File: src/rtl/seven_seg_mux.sv
// seven_seg_mux: N-digit multiplexed seven-segment driver (hex or sequential double-dabble decimal).
// Latency: hex commit 1 cycle after load, decimal DATA_W+1 cycles; scan outputs registered, 1 cycle after index.
// Backpressure: busy is high while a value is being converted; loads seen while busy are dropped, not queued.
//
// Ports:
//   clk   system clock               rst   asynchronous reset, active-high
//   value value to display           load  single-cycle load strobe (accepted when busy==0)
//   mode  0 = hex, 1 = decimal       busy  conversion in progress
//   ovf   last committed value did not fit in DIGITS digits
//   seg   segments {g,f,e,d,c,b,a}, active-low
//   ca    one-hot digit enable, active-high, bit 0 = least significant digit
// Optional build macro: LEADING_ZERO_BLANK_EN blanks zero digits above the most significant non-zero digit.

module seven_seg_mux #(
   parameter int CLK_HZ     = 25_000_000,
   parameter int REFRESH_HZ = 1000,
   parameter int DIGITS     = 3,
   parameter int DATA_W     = 8
) (
   input  logic              clk,
   input  logic              rst,
   input  logic [DATA_W-1:0] value,
   input  logic              load,
   input  logic              mode,
   output logic              busy,
   output logic              ovf,
   output logic [6:0]        seg,
   output logic [DIGITS-1:0] ca
);

   localparam int DIV_RAW = CLK_HZ / (REFRESH_HZ * DIGITS);
   localparam int DIV     = (DIV_RAW < 1) ? 1 : DIV_RAW;
   localparam int DIV_W   = (DIV > 1) ? $clog2(DIV) : 1;
   localparam int IDX_W   = (DIGITS > 1) ? $clog2(DIGITS) : 1;
   // One spare nibble above the displayed digits catches decimal overflow.
   localparam int BCD_W   = 4 * DIGITS + 4;
   localparam int CNT_W   = $clog2(DATA_W + 1);

   typedef enum logic [1:0] {
      IDLE   = 2'd0,
      CONV   = 2'd1,
      COMMIT = 2'd2
   } state_t;

   state_t                state_q, state_d;
   logic                  accept, conv_step, commit;

   logic [DATA_W-1:0]     shreg_q;
   logic [BCD_W-1:0]      bcd_q, bcd_adj;
   logic [CNT_W-1:0]      cnt_q;
   logic                  mode_q;
   logic                  sticky_q;
   logic [4*DIGITS-1:0]   disp_q;
   logic                  ovf_q;

   logic [63:0]           hex_wide;
   logic                  hex_ovf, dec_ovf, commit_ovf;
   logic [4*DIGITS-1:0]   commit_dig;

   logic [DIV_W-1:0]      div_q;
   logic [IDX_W-1:0]      idx_q;
   logic                  tc;
   logic [DIGITS-1:0]     ca_q;
   logic [6:0]            seg_q;
   logic [3:0]            cur_nib;
   logic [6:0]            cur_seg;
   logic [DIGITS-1:0]     blank_mask;

   // ---------------- FSM: state register ----------------
   always_ff @(posedge clk or posedge rst) begin
      if (rst) state_q <= IDLE;
      else     state_q <= state_d;
   end

   // ---------------- FSM: next state ----------------
   always_comb begin
      state_d = state_q;
      case (state_q)
         IDLE:    if (load) state_d = mode ? CONV : COMMIT;
         CONV:    if (cnt_q == CNT_W'(DATA_W - 1)) state_d = COMMIT;
         COMMIT:  state_d = IDLE;
         default: state_d = IDLE;
      endcase
   end

   // ---------------- FSM: outputs ----------------
   always_comb begin
      busy      = (state_q != IDLE);
      accept    = (state_q == IDLE) && load;
      conv_step = (state_q == CONV);
      commit    = (state_q == COMMIT);
   end

   // Double-dabble correction: every BCD nibble >= 5 gets +3 before the shift.
   always_comb begin
      bcd_adj = bcd_q;
      for (int i = 0; i < DIGITS + 1; i++) begin
         if (bcd_q[4*i +: 4] >= 4'd5) bcd_adj[4*i +: 4] = bcd_q[4*i +: 4] + 4'd3;
      end
   end

   // In hex mode shreg_q still holds the raw latched value at commit time.
   always_comb begin
      hex_wide   = 64'(shreg_q);
      hex_ovf    = ((hex_wide >> (4 * DIGITS)) != 64'd0);
      // A one leaving the top of the BCD register means the value had more digits than we keep.
      dec_ovf    = sticky_q || (bcd_q[BCD_W-1 -: 4] != 4'd0);
      commit_ovf = mode_q ? dec_ovf : hex_ovf;
      commit_dig = mode_q ? bcd_q[4*DIGITS-1:0] : hex_wide[4*DIGITS-1:0];
   end

   always_ff @(posedge clk or posedge rst) begin
      if (rst) begin
         shreg_q  <= '0;
         bcd_q    <= '0;
         cnt_q    <= '0;
         mode_q   <= 1'b0;
         sticky_q <= 1'b0;
         disp_q   <= '0;
         ovf_q    <= 1'b0;
      end else begin
         if (accept) begin
            shreg_q  <= value;
            mode_q   <= mode;
            bcd_q    <= '0;
            cnt_q    <= '0;
            sticky_q <= 1'b0;
         end else if (conv_step) begin
            {bcd_q, shreg_q} <= {bcd_adj[BCD_W-2:0], shreg_q, 1'b0};
            sticky_q         <= sticky_q | bcd_adj[BCD_W-1];
            cnt_q            <= cnt_q + CNT_W'(1);
         end
         if (commit) begin
            disp_q <= commit_dig;
            ovf_q  <= commit_ovf;
         end
      end
   end

   assign ovf = ovf_q;

   // ---------------- Scan ----------------
`ifdef LEADING_ZERO_BLANK_EN
   logic upper_zero;
   always_comb begin
      blank_mask = '0;
      upper_zero = 1'b1;
      // Walk down from the top digit; digit 0 is never blanked.
      for (int i = DIGITS - 1; i >= 1; i--) begin
         upper_zero    = upper_zero && (disp_q[4*i +: 4] == 4'd0);
         blank_mask[i] = upper_zero;
      end
   end
`else
   assign blank_mask = '0;
`endif

   function automatic logic [6:0] glyph(input logic [3:0] nib);
      case (nib)
         4'h0: glyph = 7'h40;
         4'h1: glyph = 7'h79;
         4'h2: glyph = 7'h24;
         4'h3: glyph = 7'h30;
         4'h4: glyph = 7'h19;
         4'h5: glyph = 7'h12;
         4'h6: glyph = 7'h02;
         4'h7: glyph = 7'h78;
         4'h8: glyph = 7'h00;
         4'h9: glyph = 7'h10;
         4'hA: glyph = 7'h08;
         4'hB: glyph = 7'h03;
         4'hC: glyph = 7'h46;
         4'hD: glyph = 7'h21;
         4'hE: glyph = 7'h06;
         default: glyph = 7'h0E;
      endcase
   endfunction

   always_comb begin
      cur_nib = disp_q[{idx_q, 2'b00} +: 4];
      if (ovf_q)                 cur_seg = 7'h3F;
      else if (blank_mask[idx_q]) cur_seg = 7'h7F;
      else                       cur_seg = glyph(cur_nib);
   end

   assign tc = (div_q == DIV_W'(DIV - 1));

   // ca/seg are loaded only at terminal count, so they show the index held before it advances.
   always_ff @(posedge clk or posedge rst) begin
      if (rst) begin
         div_q <= '0;
         idx_q <= '0;
         ca_q  <= '0;
         seg_q <= 7'h7F;
      end else begin
         div_q <= tc ? '0 : div_q + DIV_W'(1);
         if (tc) begin
            ca_q  <= DIGITS'(1) << idx_q;
            seg_q <= cur_seg;
            idx_q <= (idx_q == IDX_W'(DIGITS - 1)) ? '0 : idx_q + IDX_W'(1);
         end
      end
   end

   assign ca  = ca_q;
   assign seg = seg_q;

endmodule

File: config.mk
export PLATFORM = sky130hd
export DESIGN_NAME = seven_seg_mux
export DESIGN_NICKNAME = d
export VERILOG_FILES = /design/src/rtl/seven_seg_mux.sv
export SDC_FILE = /design/constraint.sdc
export NUM_CORES = 1
export LEC_CHECK = 0
export ABC_AREA = 1
export BUFFER_PORTS_ARGS = -buffer_cell sky130_fd_sc_hd__buf_2
export CORE_ASPECT_RATIO = 1.2
export CORE_MARGIN = 8
export CORE_UTILIZATION = 40
export CTS_CLUSTER_DIAMETER = 50
export DETAILED_ROUTE_END_ITERATION = 8
export HOLD_SLACK_MARGIN = 0.08
export PLACE_DENSITY_LB_ADDON = 0.1
export SYNTH_ARGS = -nofsm -noshare
export SYNTH_HDL_FRONTEND = slang
export SYNTH_SLANG_ARGS = --single-unit
File: constraint.sdc
create_clock -name clk -period 1.9 [get_ports clk]
set_input_delay 0.285 -clock clk [delete_from_list [all_inputs] [get_ports clk]]
set_output_delay 0.285 -clock clk [all_outputs]
set_load 0.02 [all_outputs]
==> flow_summary.ini, run 1 <==
[drt]
drtIter0Drc = 116
drt_pre_antenna_iters = 4
vias = 3142
route.detailed.drc = 0
routed_wl_um = 8420
post_drt_wl_per_cell_um = 13.3
viasPerCell = 4.96
drtAntennaViolNets = 0

[timing]
skew_ps = 3.88
fmax_mhz = 590
worst_pin_slew_ps = 618
hold_viol_final = 0
fin_crit_ps = 1690
finalSetupViolCount = 0
timing.final.crit_share_pct = 89.2
rsz0062_at_grt = false
maxSlewHeadroom_pct = 58.7
drv_slew = 0
fin_setup_tns_ps = 0
hold_slack_ps = 164

[global_route]
antenna_found_initial = 0
grt_pass1_wl_um = 14600
overflow = 0
grtUsageTotal_pct = 13.9
grt_pass1_vias = 3168
grt_max_degree = 27

[die]
rows = 39
die_w_um = 105
die-area_sq_um = 12900
initial_core_util_pct = 40.5
coreArea_sq_um = 9420
die_h_um = 123
ios = 24

[synthesis]
synth_top_area_share_pct = 40.7
synthesis.area_sq_um = 3810
synth_edf_count = 0
ys_types = 33
ys_async_sr_fraction_pct = 100
synth-main-ff-cell = dfrtp_1
synth-seq-cells = 69
syn_inst = 472
synth_largest_area_cell = dfrtp_1
synth_common_cells = 101 x nand2_1, 62 x dfrtp_1, 61 x inv_1
synthTopCellsByArea = dfrtp_1 41%, nand2_1 10%, o21ai_0 6.8%
ys_seq_area_share_pct = 45.6
synth.most_common_cell = nand2_1
syn_nets = 503
yosysWarnings = 0
synth_area_per_cell_sq_um = 8.07

[critical_path]
end_kind = register
cp.arrival_ps = 1960
cp_data_required_time_ps = 2170
worstPathMaxFanout = 8
start_kind = register
critPathKind = register to register

[layout]
fin_nets = 537
seqCellArea_sq_um = 1740
antenna_cells = 0
fillers = 943
final_util_pct = 46.8
synthToLayoutAreaGrowth_pct = 15.6
multiInputGateArea_sq_um = 1770
drive_above_1_share_pct = 16.5
finalNonFillerCells = 633

[placement]
place.port_buffers = 23
place.gp.congestion = 0.828
dp_cells = 617
hpwl_um = 6350

[hold_path]
hold_path_class = primary input to register

[clock_network]
cts_htree_levels = 3
cts_made_buffers = 9
clock_latency_ps = 330
root_buffer = clkbuf_16
clk_pin_slew_worst_paths_ps = 50
cts_tree = yes
clk_path_buf_depth = 2
post-cts-setup-buffer-count = 0
cts_sinks = 69

[power_and_ir_drop]
p_per_area_nw_per_um2 = 1320
p_leak_uw = 0.00214
max-vdd-ir-drop_uv = 719

[status]
outcome = finished clean

[run]
maxCapViolCount = 0
## where the power goes
group | total, uW | leakage (uW) | internal, uW | switching (uW)
Sequential | 2190 | 0.000869 | 1860 | 337
Combinational | 2050 | 0.00114 | 737 | 1310
Clock | 1570 | 0.000139 | 981 | 587
Total | 5810 | 0.00214 | 3570 | 2240
## final cells by class
| cell class | instances | area share [%] |
|---|---|---|
| Inverter | 66 | 5.71 |
| Multi-Input combinational cell | 328 | 40.2 |
| Clock inverter | 1 | 0.114 |
| Clock buffer | 14 | 6.22 |
| Sequential cell | 69 | 39.5 |
| Timing Repair Buffer | 32 | 4.77 |
| Tap cell | 123 | 3.50 |
## layout by cell type, fill, tap and decap left out, types with 3 or more instances in the layout
cell	count
or2_2	7
nand4_1	9
o21ai_0	52
inv_2	6
buf_2	23
nor2_4	4
inv_1	59
clkbuf_16	9
nand2_2	3
xor2_1	6
a31oi_1	8
nand3_1	40
dfrtp_1	60
o22ai_1	6
dfstp_2	7
ha_1	19
a21oi_1	18
nor2_1	38
buf_4	6
nand2_1	101
clkbuf_8	3
## path summary, 6_finish.rpt
path                       cells after the start  slack [ps]          startpoint                     end
max in group asynchronous                      4         800                 rst  shreg_q[0]$_DFFE_PP0P_
hold reg to reg                                1         480  div_q[0]$_DFF_PP0_      div_q[0]$_DFF_PP0_
setup reg to reg                              11         210   ca[1]$_DFFE_PP0N_      seg[0]$_DFFE_PP1N_
hold / removal                                 3         160            value[0]  shreg_q[0]$_DFFE_PP0P_
setup / recovery                              11         210   ca[1]$_DFFE_PP0N_      seg[0]$_DFFE_PP1N_
min in group asynchronous                      3         580                 rst      div_q[9]$_DFF_PP0_
## layer usage
layer / routed length, um / vias up / global-route usage, %
met5: 0 / - / 0
met4: 236 / 0 / 7.42
met3: 247 / 20 / 3.39
met2: 3990 / 52 / 23.6
met1: 3940 / 1458 / 16.2
li1: - / 1612 / -
## repair_timing
action / CTS / global route
hold buffers: 1 / 0
gates resized for setup: 0 / 4
hold endpoints to repair: 17 / 0
setup endpoints to repair: 0 / 4
## kinds of logic after synthesis
logic type / Yosys count / share of synthesized area [%]
simple gates: 211 / 25.7
compound gates: 92 / 13.0
buf+inv: 75 / 8.11
flops: 69 / 45.6
fa+ha+maj: 19 / 6.24
xor+xnor: 6 / 1.38
## stage by stage
step	worst slack [ps]	total power, uW	instance area, sq um
3_3_place_gp	241	4270	4110
6_report	206	5810	4400
3_5_place_dp	174	4290	4110
4_1_cts	159	5890	4400
2_1_floorplan	103	3740	3810
5_1_grt	48.0	6310	4400
## critical path, stage by stage, from the launching register on
cell     delay, ps
dfrtp_2        480
inv_2          130
nand3_1         90
nand3_1        120
inv_1          100
ha_1           240
inv_1           80
nand4_1        140
nand3_1        100
nand3_1         70
nand2_1         60
inv_1           30
## sequential cells by signal (all words and copies together) (netlist names), 2 cells and up
signal / count
bcd_q: 16
div_q: 14
disp_q: 12
seg: 7
shreg_q: 8
cnt_q: 4
state_q: 2
ca: 2
No activity file was read; power rests on OpenSTA's default activity.
==> inputs of run 2 (changes only) <==
Settings changed: ABC_AREA 1 to 0, CORE_MARGIN 8 to 2.
==> flow_summary.ini, run 2 <==
[status]
outcome = finished clean

[placement]
hpwl_um = 5340
place_area_sq_um = 4050
place.port_buffers = 23
place.gp.congestion = 0.828

[critical_path]
worstPathMaxFanout = 4
cp.arrival_ps = 2060
cp_data_required_time_ps = 2170
reg2reg_slack_ps = 110
reg2reg_from = idx_q[0]$_DFFE_PP0N_
critPathKind = register to register
start_kind = register
crit_path_start = idx_q[0]$_DFFE_PP0N_
end_kind = register

[run]
maxCapViolCount = 0

[timing]
finalSetupViolCount = 0
maxSlewHeadroom_pct = 48.5
fin_crit_ps = 1790
fmax_mhz = 558
drv_slew = 0
hold_viol_final = 0
rsz0062_at_grt = false
worst_pin_slew_ps = 772
timing.final.crit_share_pct = 94.3
skew_ps = 9.82

[die]
die-area_sq_um = 9950
die_h_um = 109
initial_core_util_pct = 40.8
coreArea_sq_um = 8990
ios = 24
rows = 38
die_w_um = 91.4

[drt]
route.detailed.drc = 0
vias = 2731
viasPerCell = 5.07
drtAntennaViolNets = 0
post_drt_wl_per_cell_um = 13.9
drtIter0Drc = 150
drt_pre_antenna_iters = 4
routed_wl_um = 7490

[clock_network]
post-cts-setup-buffer-count = 0
clk_path_buf_depth = 2
cts_made_buffers = 9
clk_pin_slew_worst_paths_ps = 80
cts_sinks = 69
cts_htree_levels = 3
clock_latency_ps = 340
cts_tree = yes
root_buffer = clkbuf_8

[power_and_ir_drop]
p_leak_uw = 0.00191
max-vdd-ir-drop_uv = 614
totalPowerFinal_uw = 5480
p_per_area_nw_per_um2 = 1280

[synthesis]
synth_common_cells = 64 x nand2_1, 62 x dfrtp_1, 36 x o21ai_0
synth_edf_count = 0
synthesis.area_sq_um = 3670
synth-main-ff-cell = dfrtp_1
ys_async_sr_fraction_pct = 100
syn_nets = 408
synth_area_per_cell_sq_um = 9.72
synth_largest_area_cell = dfrtp_1
synth-seq-cells = 69
yosysWarnings = 0
syn_inst = 377
synth_top_area_share_pct = 42.3
ys_types = 48
ys_seq_area_share_pct = 47.3
synthTopCellsByArea = dfrtp_1 42%, nand2_1 6.6%, ha_1 6.5%
synth.most_common_cell = nand2_1

[global_route]
grtUsageTotal_pct = 16.5
overflow = 0
grt_max_degree = 32
grt_pass1_wl_um = 13200
grt_pass1_vias = 2801
antenna_found_initial = 0

[layout]
largest_reg_flops = 16
drive_above_1_share_pct = 19.8
multiInputGateArea_sq_um = 1790
reg_top3 = bcd_q x16, div_q x14, disp_q x12
seqCellArea_sq_um = 1740
fillers = 874
layout_common_cells = 64 x nand2_1, 60 x dfrtp_1, 34 x o21ai_0
antenna_cells = 0
synthToLayoutAreaGrowth_pct = 16.4
top_register = bcd_q
fin_nets = 445
finalInstanceArea_sq_um = 4270
final_common_cell = nand2_1

[hold_path]
hp-start = value[0]
hold_path_class = primary input to register
[run 2: kinds of logic (layout without fill, tap and decap cells)]
logic type                 count (synthesis)  in the layout  synth area share, %
muxes                                     16             16                 4.54
DFF                                       69             69                 47.3
xor gates and xnor gates                  19             19                 4.54
buffers and inverters                     36             78                 4.68
AOI/OAI and AO/OA                         82             82                 15.3
and+or+nand+nor                          136            136                 17.2
adders and majority gates                 19             19                 6.48
[run 2: worst paths after layout]
check / to / cells past startpoint
setup / recovery: seg[1]$_DFFE_PP1N_ / 8
hold / removal: shreg_q[0]$_DFFE_PP0P_ / 3
setup reg to reg: seg[1]$_DFFE_PP1N_ / 8
hold reg to reg: disp_q[7]$_DFFE_PP0N_ / 2
max in group asynchronous: seg[5]$_DFFE_PP1N_ / 4
min in group asynchronous: disp_q[1]$_DFFE_PP0N_ / 3
[run 2: through the flow]
step / TNS, ps / hold WS [ps] / setup WS, ps / utilization (%) / instances
after floorplan: -67.3 / 367 / -67.3 / - / 377
after global placement: 0 / 367 / 81.0 / 45.0 / 522
after detailed placement: 0 / 370 / 55.3 / 45.0 / 522
after CTS: 0 / 110 / 30.6 / 47.4 / 539
after global routing: 0 / 133 / 13.1 / 47.5 / 539
final: 0 / 131 / 108 / 47.5 / 539
[run 2: report_power, final]
part	total (uW)	leakage (uW)	internal [uW]	switching (uW)
logic	2010	0.000929	853	1160
registers	2220	0.000882	1840	388
clock network	1240	0.0000959	646	594
[run 2: area by class of cell]
| type | instances | share of cell area (%) |
|---|---|---|
| tap | 120 | 3.52 |
| multi-input combinational | 272 | 42.0 |
| inverter | 17 | 1.58 |
| clock inverter | 5 | 1.38 |
| timing repair buffer | 45 | 7.51 |
| clock buffer | 11 | 3.31 |
| sequential | 69 | 40.7 |
[run 2: routing by layer]
| layer | part of all wire, % | GRT usage (%) | vias up |
|---|---|---|---|
| met5 | 0 | 0 | - |
| met4 | 1.9 | 7.25 | 0 |
| met3 | 2.7 | 2.56 | 12 |
| met2 | 48 | 27.7 | 41 |
| met1 | 47 | 21.2 | 1303 |
| li1 | - | - | 1375 |
[run 2: worst max-delay path, cell delays in order (launching register included)]
cell,delay [ps]
dfrtp_2,450
buf_4,170
mux2i_1,130
o21ai_2,130
inv_1,100
ha_1,330
mux2_2,270
nand2_1,60
a31oi_1,80
[run 2: repair_timing]
item / in CTS / in global routing
hold endpoints to repair: 19 / 0
hold buffers: 1 / 0
setup endpoints to repair: 0 / 7
gates resized for setup: 0 / 6
